[config.mk]
export PLATFORM = sky130hd
export DESIGN_NAME = riscv_mc_controller_flat
export DESIGN_NICKNAME = d
export VERILOG_FILES = /design/src/rtl/riscv_mc_controller_if.sv /design/src/rtl/riscv_mc_controller.sv /design/src/flat_wrapper.sv
export SDC_FILE = /design/constraint.sdc
export NUM_CORES = 1
export LEC_CHECK = 0
export CAP_MARGIN = 25
export CORE_MARGIN = 5
export CORE_UTILIZATION = 40
export CTS_CLUSTER_DIAMETER = 150
export CTS_CLUSTER_SIZE = 16
export DETAILED_ROUTE_END_ITERATION = 7
export PLACE_DENSITY = 0.82
export REMOVE_ABC_BUFFERS = 1
export SLEW_MARGIN = 40
export SYNTH_ARGS = -nofsm -noshare
export SYNTH_HDL_FRONTEND = slang
export SYNTH_SLANG_ARGS = --single-unit
export TNS_END_PERCENT = 30
[constraint.sdc]
create_clock -name clk -period 3.4 [get_ports clk]
set_clock_uncertainty 0.1 [all_clocks]
set_input_delay 0.68 -clock clk [delete_from_list [all_inputs] [get_ports clk]]
set_output_delay 0.68 -clock clk [all_outputs]
set_load 0.05 [all_outputs]
[src/rtl/riscv_mc_controller_if.sv]
// Control bus between the multicycle RISC-V datapath and its controller.
// The datapath supplies instruction fields and status; the controller drives strobes.
interface riscv_mc_controller_if;
    logic [6:0] op;
    logic [2:0] funct3;
    logic       funct7b5;
    logic       Zero;
    logic       MemReady;

    logic       PCWrite;
    logic       AdrSrc;
    logic       MemWrite;
    logic       IRWrite;
    logic       RegWrite;
    logic [1:0] ResultSrc;
    logic [1:0] ALUSrcA;
    logic [1:0] ALUSrcB;
    logic [1:0] ImmSrc;
    logic [2:0] ALUControl;
    logic       Illegal;
    logic [3:0] State;

    // Datapath side: provides instruction fields and status, consumes controls.
    modport master (
        output op, funct3, funct7b5, Zero, MemReady,
        input  PCWrite, AdrSrc, MemWrite, IRWrite, RegWrite,
        input  ResultSrc, ALUSrcA, ALUSrcB, ImmSrc, ALUControl, Illegal, State
    );

    // Controller side.
    modport slave (
        input  op, funct3, funct7b5, Zero, MemReady,
        output PCWrite, AdrSrc, MemWrite, IRWrite, RegWrite,
        output ResultSrc, ALUSrcA, ALUSrcB, ImmSrc, ALUControl, Illegal, State
    );
endinterface

[src/rtl/riscv_mc_controller.sv]
// Multicycle RISC-V control unit: Moore FSM sequencing fetch/decode/execute,
// ALU decoder and immediate-format decoder. Write strobes are forced low
// while reset is held so an aborted instruction never commits anything.
module riscv_mc_controller (
    input  logic                        clk,
    input  logic                        reset,
    riscv_mc_controller_if.slave        bus
);

    typedef enum logic [3:0] {
        S_FETCH    = 4'd0,
        S_DECODE   = 4'd1,
        S_MEMADR   = 4'd2,
        S_MEMREAD  = 4'd3,
        S_MEMWB    = 4'd4,
        S_MEMWRITE = 4'd5,
        S_EXECR    = 4'd6,
        S_ALUWB    = 4'd7,
        S_EXECI    = 4'd8,
        S_JAL      = 4'd9,
        S_BRANCH   = 4'd10
    } state_t;

    localparam logic [6:0] OP_LOAD   = 7'b0000011;
    localparam logic [6:0] OP_STORE  = 7'b0100011;
    localparam logic [6:0] OP_RTYPE  = 7'b0110011;
    localparam logic [6:0] OP_ITYPE  = 7'b0010011;
    localparam logic [6:0] OP_JAL    = 7'b1101111;
    localparam logic [6:0] OP_BRANCH = 7'b1100011;

    state_t     state_reg;
    state_t     state_next;

    logic       pc_write;
    logic       adr_src;
    logic       mem_write;
    logic       ir_write;
    logic       reg_write;
    logic [1:0] result_src;
    logic [1:0] alu_src_a;
    logic [1:0] alu_src_b;
    logic [1:0] alu_op;
    logic       illegal;
    logic [2:0] alu_control;
    logic [1:0] imm_src;

    // State register; reset returns to FETCH immediately, without waiting for clk.
    always_ff @(posedge clk or negedge reset) begin
        if (!reset) begin
            state_reg <= S_FETCH;
        end else begin
            state_reg <= state_next;
        end
    end

    // Next-state and per-state control decode; strobes masked while reset is low.
    always_comb begin
        state_next = state_reg;
        pc_write   = 1'b0;
        adr_src    = 1'b0;
        mem_write  = 1'b0;
        ir_write   = 1'b0;
        reg_write  = 1'b0;
        result_src = 2'b00;
        alu_src_a  = 2'b00;
        alu_src_b  = 2'b00;
        alu_op     = 2'b00;
        illegal    = 1'b0;

        case (state_reg)
            S_FETCH: begin
                alu_src_b  = 2'b10;
                result_src = 2'b10;
                // Instruction word and PC+4 only commit once memory delivers.
                if (bus.MemReady) begin
                    ir_write   = 1'b1;
                    pc_write   = 1'b1;
                    state_next = S_DECODE;
                end
            end
            S_DECODE: begin
                alu_src_a = 2'b01;
                alu_src_b = 2'b01;
                case (bus.op)
                    OP_LOAD,
                    OP_STORE:  state_next = S_MEMADR;
                    OP_RTYPE:  state_next = S_EXECR;
                    OP_ITYPE:  state_next = S_EXECI;
                    OP_JAL:    state_next = S_JAL;
                    OP_BRANCH: state_next = S_BRANCH;
                    default: begin
                        illegal    = 1'b1;
                        state_next = S_FETCH;
                    end
                endcase
            end
            S_MEMADR: begin
                alu_src_a  = 2'b10;
                alu_src_b  = 2'b01;
                state_next = bus.op[5] ? S_MEMWRITE : S_MEMREAD;
            end
            S_MEMREAD: begin
                adr_src = 1'b1;
                if (bus.MemReady) begin
                    state_next = S_MEMWB;
                end
            end
            S_MEMWB: begin
                result_src = 2'b01;
                reg_write  = 1'b1;
                state_next = S_FETCH;
            end
            S_MEMWRITE: begin
                adr_src   = 1'b1;
                mem_write = 1'b1;
                if (bus.MemReady) begin
                    state_next = S_FETCH;
                end
            end
            S_EXECR: begin
                alu_src_a  = 2'b10;
                alu_op     = 2'b10;
                state_next = S_ALUWB;
            end
            S_EXECI: begin
                alu_src_a  = 2'b10;
                alu_src_b  = 2'b01;
                alu_op     = 2'b10;
                state_next = S_ALUWB;
            end
            S_ALUWB: begin
                reg_write  = 1'b1;
                state_next = S_FETCH;
            end
            S_JAL: begin
                alu_src_a  = 2'b01;
                alu_src_b  = 2'b10;
                pc_write   = 1'b1;
                state_next = S_ALUWB;
            end
            S_BRANCH: begin
                alu_src_a  = 2'b10;
                alu_op     = 2'b01;
                // funct3[0] distinguishes bne from beq.
                pc_write   = bus.Zero ^ bus.funct3[0];
                state_next = S_FETCH;
            end
            default: begin
                state_next = S_FETCH;
            end
        endcase

        if (!reset) begin
            pc_write  = 1'b0;
            ir_write  = 1'b0;
            mem_write = 1'b0;
            reg_write = 1'b0;
            illegal   = 1'b0;
        end
    end

    // ALU decoder: sub only for R-type with funct7b5, since addi has no sub form.
    always_comb begin
        alu_control = 3'b000;
        case (alu_op)
            2'b00: alu_control = 3'b000;
            2'b01: alu_control = 3'b001;
            2'b10: begin
                case (bus.funct3)
                    3'b000:  alu_control = (bus.op[5] & bus.funct7b5) ? 3'b001 : 3'b000;
                    3'b010:  alu_control = 3'b101;
                    3'b110:  alu_control = 3'b011;
                    3'b111:  alu_control = 3'b010;
                    default: alu_control = 3'b000;
                endcase
            end
            default: alu_control = 3'b000;
        endcase
    end

    // Immediate format select, valid in every state.
    always_comb begin
        imm_src = 2'b00;
        case (bus.op)
            OP_STORE:  imm_src = 2'b01;
            OP_BRANCH: imm_src = 2'b10;
            OP_JAL:    imm_src = 2'b11;
            default:   imm_src = 2'b00;
        endcase
    end

    assign bus.PCWrite    = pc_write;
    assign bus.AdrSrc     = adr_src;
    assign bus.MemWrite   = mem_write;
    assign bus.IRWrite    = ir_write;
    assign bus.RegWrite   = reg_write;
    assign bus.ResultSrc  = result_src;
    assign bus.ALUSrcA    = alu_src_a;
    assign bus.ALUSrcB    = alu_src_b;
    assign bus.ImmSrc     = imm_src;
    assign bus.ALUControl = alu_control;
    assign bus.Illegal    = illegal;
    assign bus.State      = state_reg;

endmodule

[src/flat_wrapper.sv]
// flat-port wrapper written by rule: the top's interface ports become plain ports
module riscv_mc_controller_flat 
  (clk, reset, bus_op, bus_funct3, bus_funct7b5, bus_Zero, bus_MemReady, bus_PCWrite, bus_AdrSrc, bus_MemWrite, bus_IRWrite, bus_RegWrite, bus_ResultSrc, bus_ALUSrcA, bus_ALUSrcB, bus_ImmSrc, bus_ALUControl, bus_Illegal, bus_State);
  riscv_mc_controller_if bus_i ();
  input  logic clk;
  input  logic reset;
  input wire logic [$bits(bus_i.op)-1:0] bus_op;
  input wire logic [$bits(bus_i.funct3)-1:0] bus_funct3;
  input wire logic [$bits(bus_i.funct7b5)-1:0] bus_funct7b5;
  input wire logic [$bits(bus_i.Zero)-1:0] bus_Zero;
  input wire logic [$bits(bus_i.MemReady)-1:0] bus_MemReady;
  output wire logic [$bits(bus_i.PCWrite)-1:0] bus_PCWrite;
  output wire logic [$bits(bus_i.AdrSrc)-1:0] bus_AdrSrc;
  output wire logic [$bits(bus_i.MemWrite)-1:0] bus_MemWrite;
  output wire logic [$bits(bus_i.IRWrite)-1:0] bus_IRWrite;
  output wire logic [$bits(bus_i.RegWrite)-1:0] bus_RegWrite;
  output wire logic [$bits(bus_i.ResultSrc)-1:0] bus_ResultSrc;
  output wire logic [$bits(bus_i.ALUSrcA)-1:0] bus_ALUSrcA;
  output wire logic [$bits(bus_i.ALUSrcB)-1:0] bus_ALUSrcB;
  output wire logic [$bits(bus_i.ImmSrc)-1:0] bus_ImmSrc;
  output wire logic [$bits(bus_i.ALUControl)-1:0] bus_ALUControl;
  output wire logic [$bits(bus_i.Illegal)-1:0] bus_Illegal;
  output wire logic [$bits(bus_i.State)-1:0] bus_State;
  assign bus_i.op = bus_op;
  assign bus_i.funct3 = bus_funct3;
  assign bus_i.funct7b5 = bus_funct7b5;
  assign bus_i.Zero = bus_Zero;
  assign bus_i.MemReady = bus_MemReady;
  assign bus_PCWrite = bus_i.PCWrite;
  assign bus_AdrSrc = bus_i.AdrSrc;
  assign bus_MemWrite = bus_i.MemWrite;
  assign bus_IRWrite = bus_i.IRWrite;
  assign bus_RegWrite = bus_i.RegWrite;
  assign bus_ResultSrc = bus_i.ResultSrc;
  assign bus_ALUSrcA = bus_i.ALUSrcA;
  assign bus_ALUSrcB = bus_i.ALUSrcB;
  assign bus_ImmSrc = bus_i.ImmSrc;
  assign bus_ALUControl = bus_i.ALUControl;
  assign bus_Illegal = bus_i.Illegal;
  assign bus_State = bus_i.State;
  riscv_mc_controller u_core (.clk(clk), .reset(reset), .bus(bus_i));
endmodule
==> impl_metrics.ini <==
[status]
status = complete, no violations

[synthesis]
avgSynthCellArea_um2 = 6.96
synth.distinct_cells = 35
syn_inst = 89
synth-async-reset-ratio_pct = 100
ys_warn_count = 0
synth-edff-count = 0
synthesis.area_um2 = 619
synthFlopType = dfrtp_1
synth_seq_cells = 4
ys_seq_area_share_pct = 16.2

[sta]
setup_viol = 0
finalCritPeriodShare_pct = 90.3
fmax_mhz = 326
grt_setup_unrepaired = no
slew_viol_final = 0
relSlewSlack_pct = 62.3
finalCriticalPeriod_ns = 3.07
hold_viol_final = 0
tightest_slew_ns = 0.565

[die]
core.rowCount = 14
core_area_mm2 = 0.00149
initial_utilization_pct = 41.6
fp.dieH_um = 49.4
io_pins = 36
fp.dieW_um = 49.4
dieArea_mm2 = 0.00244

[detailed_routing]
totalWireLength_um = 1840
drc = 0
routed-via-count = 793
ant_nets = 0
wire_per_inst_um = 13.3
dr.pass1.iters = 4
viasPerCell = 5.75
drtIter0Drc = 20

[setup_path]
critical_path.cell_chain = nor2b_1 -> nand2_1 -> a21oi_1 -> ha_1 -> nor4_1 -> buf_4
crit-reg2reg-capture = u_core.bus.State[0]
critPathCaptureType = output pin
cp_max_fo = 15
cp-start-kind = flop
worstReg2RegStart = u_core.bus.State[3]
worst-path-buf-inv = 1
crit_family = simple AND/OR/NAND/NOR gates
cpPeakStageDelay_ns = 0.62
regToRegSetupSlack_ns = 1.75
critical_path_class = reg -> out
worstPathArrival_ns = 2.29
slowest_stage = dfrtp_1
crit_required_ns = 2.62
reg2reg_depth = 4

[clock_network]
ctsHoldBuffers = 0
cts_made_buffers = 3
cts_tree = built
postCtsSetupBuffers = 0
cts-resized-gates = 0
clockBufferDepth = 2
cts.sink_count = 4
clkLatencyLatePin_ns = 0.23
cts_root_buf = clkbuf_4
h-tree-depth = 1
clk_pin_slew_worst_paths_ns = 0.04

[hold_path]
hold_path.class = in -> async

[power]
p_seq_share_pct = 18.0
p_sw_mw = 0.257
swShare_pct = 53.9
p_clk_share_pct = 12.5
intPower_mw = 0.220
ir_drop_mv = 0.297
combPwrFrac_pct = 69.5
power.density_mw_per_mm2 = 479
total_power_mw = 0.477
power.leakage_nw = 0.392

[layout]
fill_cells = 141
register_area_um2 = 100
drive_above_1_share_pct = 17.2
area_growth_pct = 60.6
nNetsFinal = 141
final_util_pct = 66.8
antennaDiodeCount = 0
multi_input_area_um2 = 459
design_area_um2 = 995
largest_register_ffs = 4

[grt]
track_usage_pct = 15.4
grt_pass1_vias = 697
overflow = 0
grt_pass1_wl_um = 3150
antenna_found_initial = 0
grt_max_degree = 21

[placement]
dp_hpwl_um = 1460
io_buffers = 35
gp_congestion = 0.768
place_area_um2 = 972

[job]
cap_violations = 0
worst reg2reg max path, stage by stage, from the launching register on:
cell	delay [ns]
dfrtp_1	0.66
nor2b_1	0.17
a21oi_1	0.16
o22ai_1	0.09
a311o_1	0.35
cells in the mapped netlist, types with 2 or more instances:
master	number	share of area, %
nor4_1	3	3.0
a31oi_1	2	2.0
nand3_1	4	3.2
dfrtp_1	4	16
nor3_1	3	2.4
nand2b_1	3	3.0
nor3b_1	2	2.4
nor2b_1	7	7.1
nor2_1	6	3.6
xor2_1	2	2.8
and3_1	2	2.0
o21ai_0	4	3.2
buf_2	3	2.4
buf_4	2	2.4
ha_1	2	4.0
a21oi_1	7	5.7
nand2_1	8	4.8
inv_1	7	4.2
nor4_2	2	4.0
layout by cell type (no fill, tap or decap), types with 3 or more instances in the layout:
master / instances
a21oi_1: 7
buf_12: 3
buf_4: 7
clkbuf_4: 3
clkdlybuf4s50_1: 25
dfrtp_1: 4
inv_1: 7
nand2_1: 8
nand2b_1: 3
nand3_1: 4
nor2_1: 6
nor2b_1: 7
nor3_1: 3
nor4_1: 3
o21ai_0: 4
stage by stage:
step	hold WS [ns]	TNS [ns]	setup slack [ns]	instances
floorplan	0.284	-0.663	-0.539	84
detailed placement	0.776	0	0.552	135
finish	0.607	0	0.331	138
CTS	0.610	0	0.350	138
global placement	0.747	0	0.583	135
global route	0.628	0	0.0709	138
cell type report:
cell class / instances / share of cell area [%]
timing repair buffer: 35 / 36.5
inverter: 8 / 3.02
sequential: 4 / 10.1
tap: 16 / 2.01
multi-input combinational: 72 / 46.2
clock buffer: 3 / 2.26
logic make-up after synthesis:
kind of cell | synth area share (%)
buffers and inverters | 9.70
xor gates and xnor gates | 4.24
AOI/OAI and AO/OA | 23.0
and+or+nand+nor | 42.8
adders and majority gates | 4.04
DFF | 16.2
power by group through the flow:
stage | Sequential (mW) | Clock [mW] | Combinational (mW)
2_1_floorplan | 0.103 | 0 | 0.189
3_3_place_gp | 0.0852 | 0 | 0.329
6_report | 0.0858 | 0.0595 | 0.332
4_1_cts | 0.0854 | 0.0615 | 0.334
3_5_place_dp | 0.0861 | 0 | 0.333
5_1_grt | 0.0906 | 0.0668 | 0.347
worst max path at each step:
stage | start | end | slack, ns | depth (start not counted)
finish | u_core.bus.State[1] | bus_ALUControl[2] | 0.33 | 6
global route | u_core.bus.State[1] | bus_ALUControl[2] | 0.07 | 6
CTS | u_core.bus.State[1] | bus_ALUControl[2] | 0.35 | 6
detailed placement | bus_funct3[0] | bus_PCWrite | 0.55 | 5
global placement | bus_funct3[0] | bus_PCWrite | 0.58 | 5
floorplan | u_core.bus.State[1] | bus_ALUControl[2] | -0.54 | 5
per-layer routing:
metal  global-route usage [%]  vias up  wire length [um]
li1                         -      387                 -
met1                     19.5      369               769
met2                     26.8       37               924
met3                     1.83        0               147
met4                     4.04        0                 0
met5                        0        -                 0
(Power assumes the default switching activity.)
